## src/rtl/add8_err_monitor.sv

```systemverilog
// Error-metric monitor for 8-bit approximate adders: accumulates sample count, SAE, WCE and error count.
// Optional ADD8_ERR_MONITOR_SQERR_EN adds an sse output (sum of squared errors) for MSE reporting.
module add8_err_monitor #(
    parameter int W         = 8,
    parameter int CNT_W     = 17,
    parameter int N_SAMPLES = 65536
) (
    input  logic                   clk,
    input  logic                   rst,
    input  logic                   start,
    input  logic                   in_valid,
    output logic                   in_ready,
    input  logic [W-1:0]           in_a,
    input  logic [W-1:0]           in_b,
    input  logic [W:0]             in_o,
    output logic                   busy,
    output logic                   done,
    output logic [CNT_W-1:0]       sample_cnt,
    output logic [CNT_W-1:0]       err_cnt,
    output logic [CNT_W+W:0]       sae,
`ifdef ADD8_ERR_MONITOR_SQERR_EN
    output logic [CNT_W+2*W+1:0]   sse,
`endif
    output logic [W:0]             wce
);

    localparam int SAE_W = CNT_W + W + 1;
    localparam logic [CNT_W-1:0] LAST_IDX = CNT_W'(N_SAMPLES - 1);
`ifdef ADD8_ERR_MONITOR_SQERR_EN
    localparam int SQ_W  = 2 * W + 2;
    localparam int SSE_W = CNT_W + 2 * W + 2;
`endif

    typedef enum logic [1:0] {
        IDLE,
        RUN,
        DRAIN,
        DONE
    } state_t;

    state_t           state;
    logic [CNT_W-1:0] acc_cnt;
    logic             accept;

    // Input capture stage; the accepted beat is registered before the error math.
    logic             cap_v;
    logic [W-1:0]     cap_a;
    logic [W-1:0]     cap_b;
    logic [W:0]       cap_o;

    logic             s1_v;
    logic [W:0]       s1_ad;
    logic             s1_ne;

    logic [W:0]       exact_c;
    logic [W:0]       ad_c;

`ifdef ADD8_ERR_MONITOR_SQERR_EN
    logic [SQ_W-1:0]  ad_ext_c;
    logic [SQ_W-1:0]  s1_sq;
`endif

    assign accept = in_valid && in_ready;

    always_comb begin
        exact_c = {1'b0, cap_a} + {1'b0, cap_b};
        ad_c    = (exact_c >= cap_o) ? (exact_c - cap_o) : (cap_o - exact_c);
    end

`ifdef ADD8_ERR_MONITOR_SQERR_EN
    assign ad_ext_c = SQ_W'(ad_c);
`endif

    always_ff @(posedge clk or posedge rst) begin
        if (rst) begin
            state      <= IDLE;
            in_ready   <= 1'b0;
            busy       <= 1'b0;
            done       <= 1'b0;
            acc_cnt    <= '0;
            cap_v      <= 1'b0;
            cap_a      <= '0;
            cap_b      <= '0;
            cap_o      <= '0;
            s1_v       <= 1'b0;
            s1_ad      <= '0;
            s1_ne      <= 1'b0;
            sample_cnt <= '0;
            err_cnt    <= '0;
            sae        <= '0;
            wce        <= '0;
`ifdef ADD8_ERR_MONITOR_SQERR_EN
            s1_sq      <= '0;
            sse        <= '0;
`endif
        end else begin
            cap_v <= accept;
            if (accept) begin
                cap_a <= in_a;
                cap_b <= in_b;
                cap_o <= in_o;
            end

            s1_v <= cap_v;
            if (cap_v) begin
                s1_ad <= ad_c;
                s1_ne <= (ad_c != '0);
`ifdef ADD8_ERR_MONITOR_SQERR_EN
                s1_sq <= ad_ext_c * ad_ext_c;
`endif
            end

            if (s1_v) begin
                sample_cnt <= sample_cnt + CNT_W'(1);
                err_cnt    <= err_cnt + CNT_W'(s1_ne);
                sae        <= sae + SAE_W'(s1_ad);
                if (s1_ad > wce) wce <= s1_ad;
`ifdef ADD8_ERR_MONITOR_SQERR_EN
                sse        <= sse + SSE_W'(s1_sq);
`endif
            end

            case (state)
                IDLE, DONE: begin
                    // Pipeline is empty here, so the clear never races an S2 update.
                    if (start) begin
                        sample_cnt <= '0;
                        err_cnt    <= '0;
                        sae        <= '0;
                        wce        <= '0;
`ifdef ADD8_ERR_MONITOR_SQERR_EN
                        sse        <= '0;
`endif
                        acc_cnt    <= '0;
                        in_ready   <= 1'b1;
                        busy       <= 1'b1;
                        done       <= 1'b0;
                        state      <= RUN;
                    end
                end
                RUN: begin
                    if (accept) begin
                        if (acc_cnt == LAST_IDX) begin
                            in_ready <= 1'b0;
                            state    <= DRAIN;
                        end
                        acc_cnt <= acc_cnt + CNT_W'(1);
                    end
                end
                DRAIN: begin
                    if (!cap_v && !s1_v) begin
                        busy  <= 1'b0;
                        done  <= 1'b1;
                        state <= DONE;
                    end
                end
                default: state <= IDLE;
            endcase
        end
    end

endmodule
```

## config.mk

```make
export PLATFORM = sky130hd
export DESIGN_NAME = add8_err_monitor
export DESIGN_NICKNAME = d
export VERILOG_FILES = /design/src/rtl/add8_err_monitor.sv
export SDC_FILE = /design/constraint.sdc
export NUM_CORES = 1
export LEC_CHECK = 0
export ABC_CLOCK_PERIOD_IN_PS = 5350
export BUFFER_PORTS_ARGS = -buffer_cell sky130_fd_sc_hd__buf_4
export CAP_MARGIN = 20
export CORE_MARGIN = 1.5
export CORE_UTILIZATION = 50
export DETAILED_ROUTE_END_ITERATION = 8
export HOLD_SLACK_MARGIN = 0.12
export MAX_ROUTING_LAYER = met4
export PLACE_DENSITY = 0.71
export SETUP_SLACK_MARGIN = 0.02
export SYNTH_ARGS = -nofsm -noshare
export SYNTH_HDL_FRONTEND = slang
export SYNTH_SLANG_ARGS = --single-unit
```

## constraint.sdc

```tcl
create_clock -name clk -period 5.35 [get_ports clk]
set_input_delay 0.535 -clock clk [delete_from_list [all_inputs] [get_ports clk]]
set_output_delay 0.535 -clock clk [all_outputs]
set_load 0.05 [all_outputs]
```

==> flow_metrics.py <==
metrics = {
    "run_status": {
        "run_status": "finished clean",
    },
    "final_layout": {
        "post_route_cells_drive_above_1_share": 0.1645,
        "n_antenna_cell": 0,
        "post_layout_nonfiller_instances": 1096,
        "design.final.nets": 983,
        "layout-area-overhead-vs-synth_pct": 19.63,
    },
    "global_routing": {
        "grt_use_total": 0.2093,
        "grt_start_max_net_pins": 67,
        "global_route.overflow_total": 0,
        "first_global_vias": 5617,
        "first_pass_grt_wire_length_mm": 26.32,
        "grt_antenna_before_repair": 0,
    },
    "setup_path": {
        "type_of_element_launching_the_critical_path": "flop",
        "ff2ff_path_depth": 15,
        "r2r_slack_ns": 1.39,
        "crit_fanout": 10,
        "regToRegEndpoint": "s1_ad[2]$_DFFE_PP0P_",
        "worstSetupPathType": "reg2reg",
        "critPathArrivalTime_ns": 4.26,
        "data_required_time_of_the_worst_path_ns": 5.65,
        "crit_end_element": "flop",
        "regToRegStartpoint": "cap_a[0]$_DFFE_PP0P_",
    },
    "synth": {
        "synth.net_count": 893,
        "number_of_storage_elements_in_the_synthesis_netlist": 128,
        "synth_area_per_cell_um2": 9.266,
        "synth-edff-count": 0,
        "yosysSeqAreaShare": 0.4273,
        "synth.cell_area_um2": 7496,
        "number_of_distinct_library_cell_variants_in_the_gate_level_netlist_after_synthesis": 53,
        "synth_flop_cell": "dfrtp_1",
        "async_flop_share": 1.000,
        "post_synth_inst_count": 809,
        "synth.yosys.warnings": 0,
    },
    "detailed_routing": {
        "wire_per_inst_um": 14.08,
        "detailedRoute.firstIterationViolations": 377,
        "firstDrtPassIters": 5,
        "detail-route-antenna-nets": 0,
        "detail_route.drc_violations": 0,
        "finalWirelength_mm": 15.43,
        "drt-vias-per-instance": 5.406,
        "vias": 5925,
    },
    "cts": {
        "insertion_delay_ns": 0.42,
        "clk_transition_reported_paths_ns": 0.06,
        "cts_root_buffer": "clkbuf_16",
        "holdBufCountCts": 0,
        "number_of_buffers_created_by_cts": 17,
        "cts_post_setup_buffers_inserted": 0,
        "clk_path_buf_depth": 2,
        "ctsHtreeMaxLevel": 4,
        "tritoncts_clock_tree": "done",
        "cts.sinks": 128,
        "cts_resized": 0,
    },
    "power_and_ir_drop": {
        "cellLeakagePower_nw": 4.434,
        "pwr_density_cell_nw_per_um2": 514.5,
        "ir_drop_worst_vdd_uv": 296.6,
    },
    "die": {
        "initial_utilization": 0.5138,
        "design.die.area_um2": 15740,
        "fp.dieH_um": 125.4,
        "floorplan.core_area_um2": 14590,
        "die-width_um": 125.4,
        "placementRows": 44,
        "number_of_top_level_pins": 101,
    },
    "timing": {
        "grt_setup_unrepaired": "no",
        "worst_slew_margin_rel": 0.2862,
        "finalMaxSlewViolations": 0,
        "setup_violations": 0,
        "fmax_ghz": 0.2524,
        "tns_ns": 0,
        "final_min_period_over_clock_period": 0.7406,
        "slew_at_the_pin_closest_to_its_max_slew_limit_ns": 1.062,
        "final_hold_viol_count": 0,
        "timing.final.crit_period_ns": 3.962,
        "fin_worst_skew_ns": 0.008012,
    },
    "hold_path": {
        "hp-class": "in2async",
    },
    "placement": {
        "placement.io_buffers": 100,
        "place_hpwl_mm": 10.68,
        "place_inst": 1064,
        "finalWeightedCongestion": 0.8425,
    },
    "flow_run": {
        "cap_viol_max_count": 0,
    },
}
-- sequential cells by signal, summed over array words and instances (netlist names) --
name        count
busy            1
cap_b           8
acc_cnt        17
wce             9
done            1
sae            26
cap_v           1
cap_o           9
in_ready        1
err_cnt        17
s1_v            1
cap_a           8
s1_ne           1
state           2
sample_cnt     17
s1_ad           9
-- layer usage --
layer  up-vias  part of all wire  GRT usage
met5         -                 0          -
met4         0             0.010    0.06217
met3        17             0.040    0.04279
met2       127              0.46     0.3248
met1      2830              0.49     0.2781
li1       2951                 -          -
-- power by group --
part           internal [mW]  switching (mW)
sequential              1.14           0.174
combinational          0.798            1.33
clock                  0.736           0.439
-- worst max-delay path, stage by stage (launching register included) --
cell and delay, ns:
dfrtp_1 0.38, ha_1 0.23, fa_1 0.42, a21o_1 0.17, a21oi_1 0.21, o21bai_1 0.10, a21oi_1 0.23, xnor2_1 0.11
ha_1 0.47, nand4_1 0.15, o22ai_1 0.30, a21oi_2 0.11, a21bo_2 0.38, mux2i_1 0.25, xnor2_1 0.08, mux2_2 0.26
-- worst max path at each step --
stage	depth (start not counted)	start	endpoint	slack (ns)
after floorplan	1	rst	acc_cnt[0]$_DFFE_PP0P_	1.40
after global placement	15	cap_a[0]$_DFFE_PP0P_	s1_ad[2]$_DFFE_PP0P_	1.50
after detailed placement	15	cap_a[0]$_DFFE_PP0P_	s1_ad[2]$_DFFE_PP0P_	1.43
after CTS	15	cap_a[0]$_DFFE_PP0P_	s1_ad[2]$_DFFE_PP0P_	1.41
after global routing	15	cap_a[0]$_DFFE_PP0P_	s1_ad[2]$_DFFE_PP0P_	1.09
final	15	cap_a[0]$_DFFE_PP0P_	s1_ad[2]$_DFFE_PP0P_	1.39
-- synthesized netlist by cell type (all sizes together), types with 2 or more instances --
library cell	count	share of area
nor3	9	0.0067
nor2b	6	0.0050
ha	51	0.085
nand2b	3	0.0025
a21o	13	0.013
dfrtp	128	0.43
a21oi	40	0.028
or3	8	0.0067
o21bai	4	0.0040
mux2i	28	0.037
nand4	20	0.017
or4	2	0.0020
o21a	4	0.0040
and4	7	0.0082
and3	19	0.016
nand3	30	0.020
o21ai	42	0.028
nor3b	3	0.0030
a31o	2	0.0023
a211oi	5	0.0057
fa	4	0.011
buf	10	0.0085
nand3b	4	0.0040
o22ai	2	0.0017
xnor2	23	0.027
a21bo	2	0.0027
and2	3	0.0025
clkbuf	23	0.012
nor2	92	0.046
o221ai	2	0.0023
xor2	56	0.065
a311oi	2	0.0023
o31ai	3	0.0030
nand2	100	0.050
mux2	5	0.0075
inv	44	0.022
-- through the flow --
stage / cell area, um^2 / utilization / hold slack [ns] / setup WS, ns / power, mW
2_1_floorplan: 7496 / - / 0.3876 / 1.402 / 2.958
3_3_place_gp: 8361 / 0.5731 / 0.4653 / 1.502 / 3.407
3_5_place_dp: 8361 / 0.5731 / 0.4715 / 1.428 / 3.442
4_1_cts: 8967 / 0.6147 / 0.2824 / 1.413 / 4.647
5_1_grt: 8967 / 0.6147 / 0.2977 / 1.091 / 4.942
6_report: 8967 / 0.6147 / 0.2699 / 1.388 / 4.613
-- logic make-up after synthesis --
family | count (synthesis) | synth area share
AOI/OAI and AO/OA | 131 | 0.1083
xor gates and xnor gates | 79 | 0.09230
adders and majority gates | 55 | 0.09581
buffers and inverters | 77 | 0.04206
DFF | 128 | 0.4273
muxes | 33 | 0.04490
and+or+nand+nor | 306 | 0.1893
-- area by class of cell --
class / count / area (um^2)
repair buffers: 104 / 780.7
multi-input cells: 604 / 3979
clock inverters: 11 / 126.4
clock buffers: 21 / 480.5
inverters: 44 / 167.7
fillers: 1230 / 5622
well taps: 184 / 230.2
flip-flops and latches: 128 / 3203
-- cells in the final DEF, fill, tap and decap left out, drive strengths merged, types with 3 or more instances in the layout --
master,Yosys,final
nor2b,6,6
clkinv,0,3
nand3,30,30
nand2b,3,3
nand4,20,20
mux2,5,5
clkbuf,23,21
o21a,4,4
o31ai,3,3
clkinvlp,0,4
mux2i,28,28
and2,3,3
xnor2,23,23
or3,8,8
o21bai,4,4
and4,7,7
xor2,56,56
dfrtp,128,128
nand3b,4,4
nor3b,3,3
a21o,13,13
nor3,9,9
o21ai,42,42
a211oi,5,5
nor2,92,92
a21oi,40,40
nand2,100,100
and3,19,19
fa,4,4
ha,51,51
inv,44,46
buf,10,104
No activity file was read; power rests on OpenSTA's default activity.
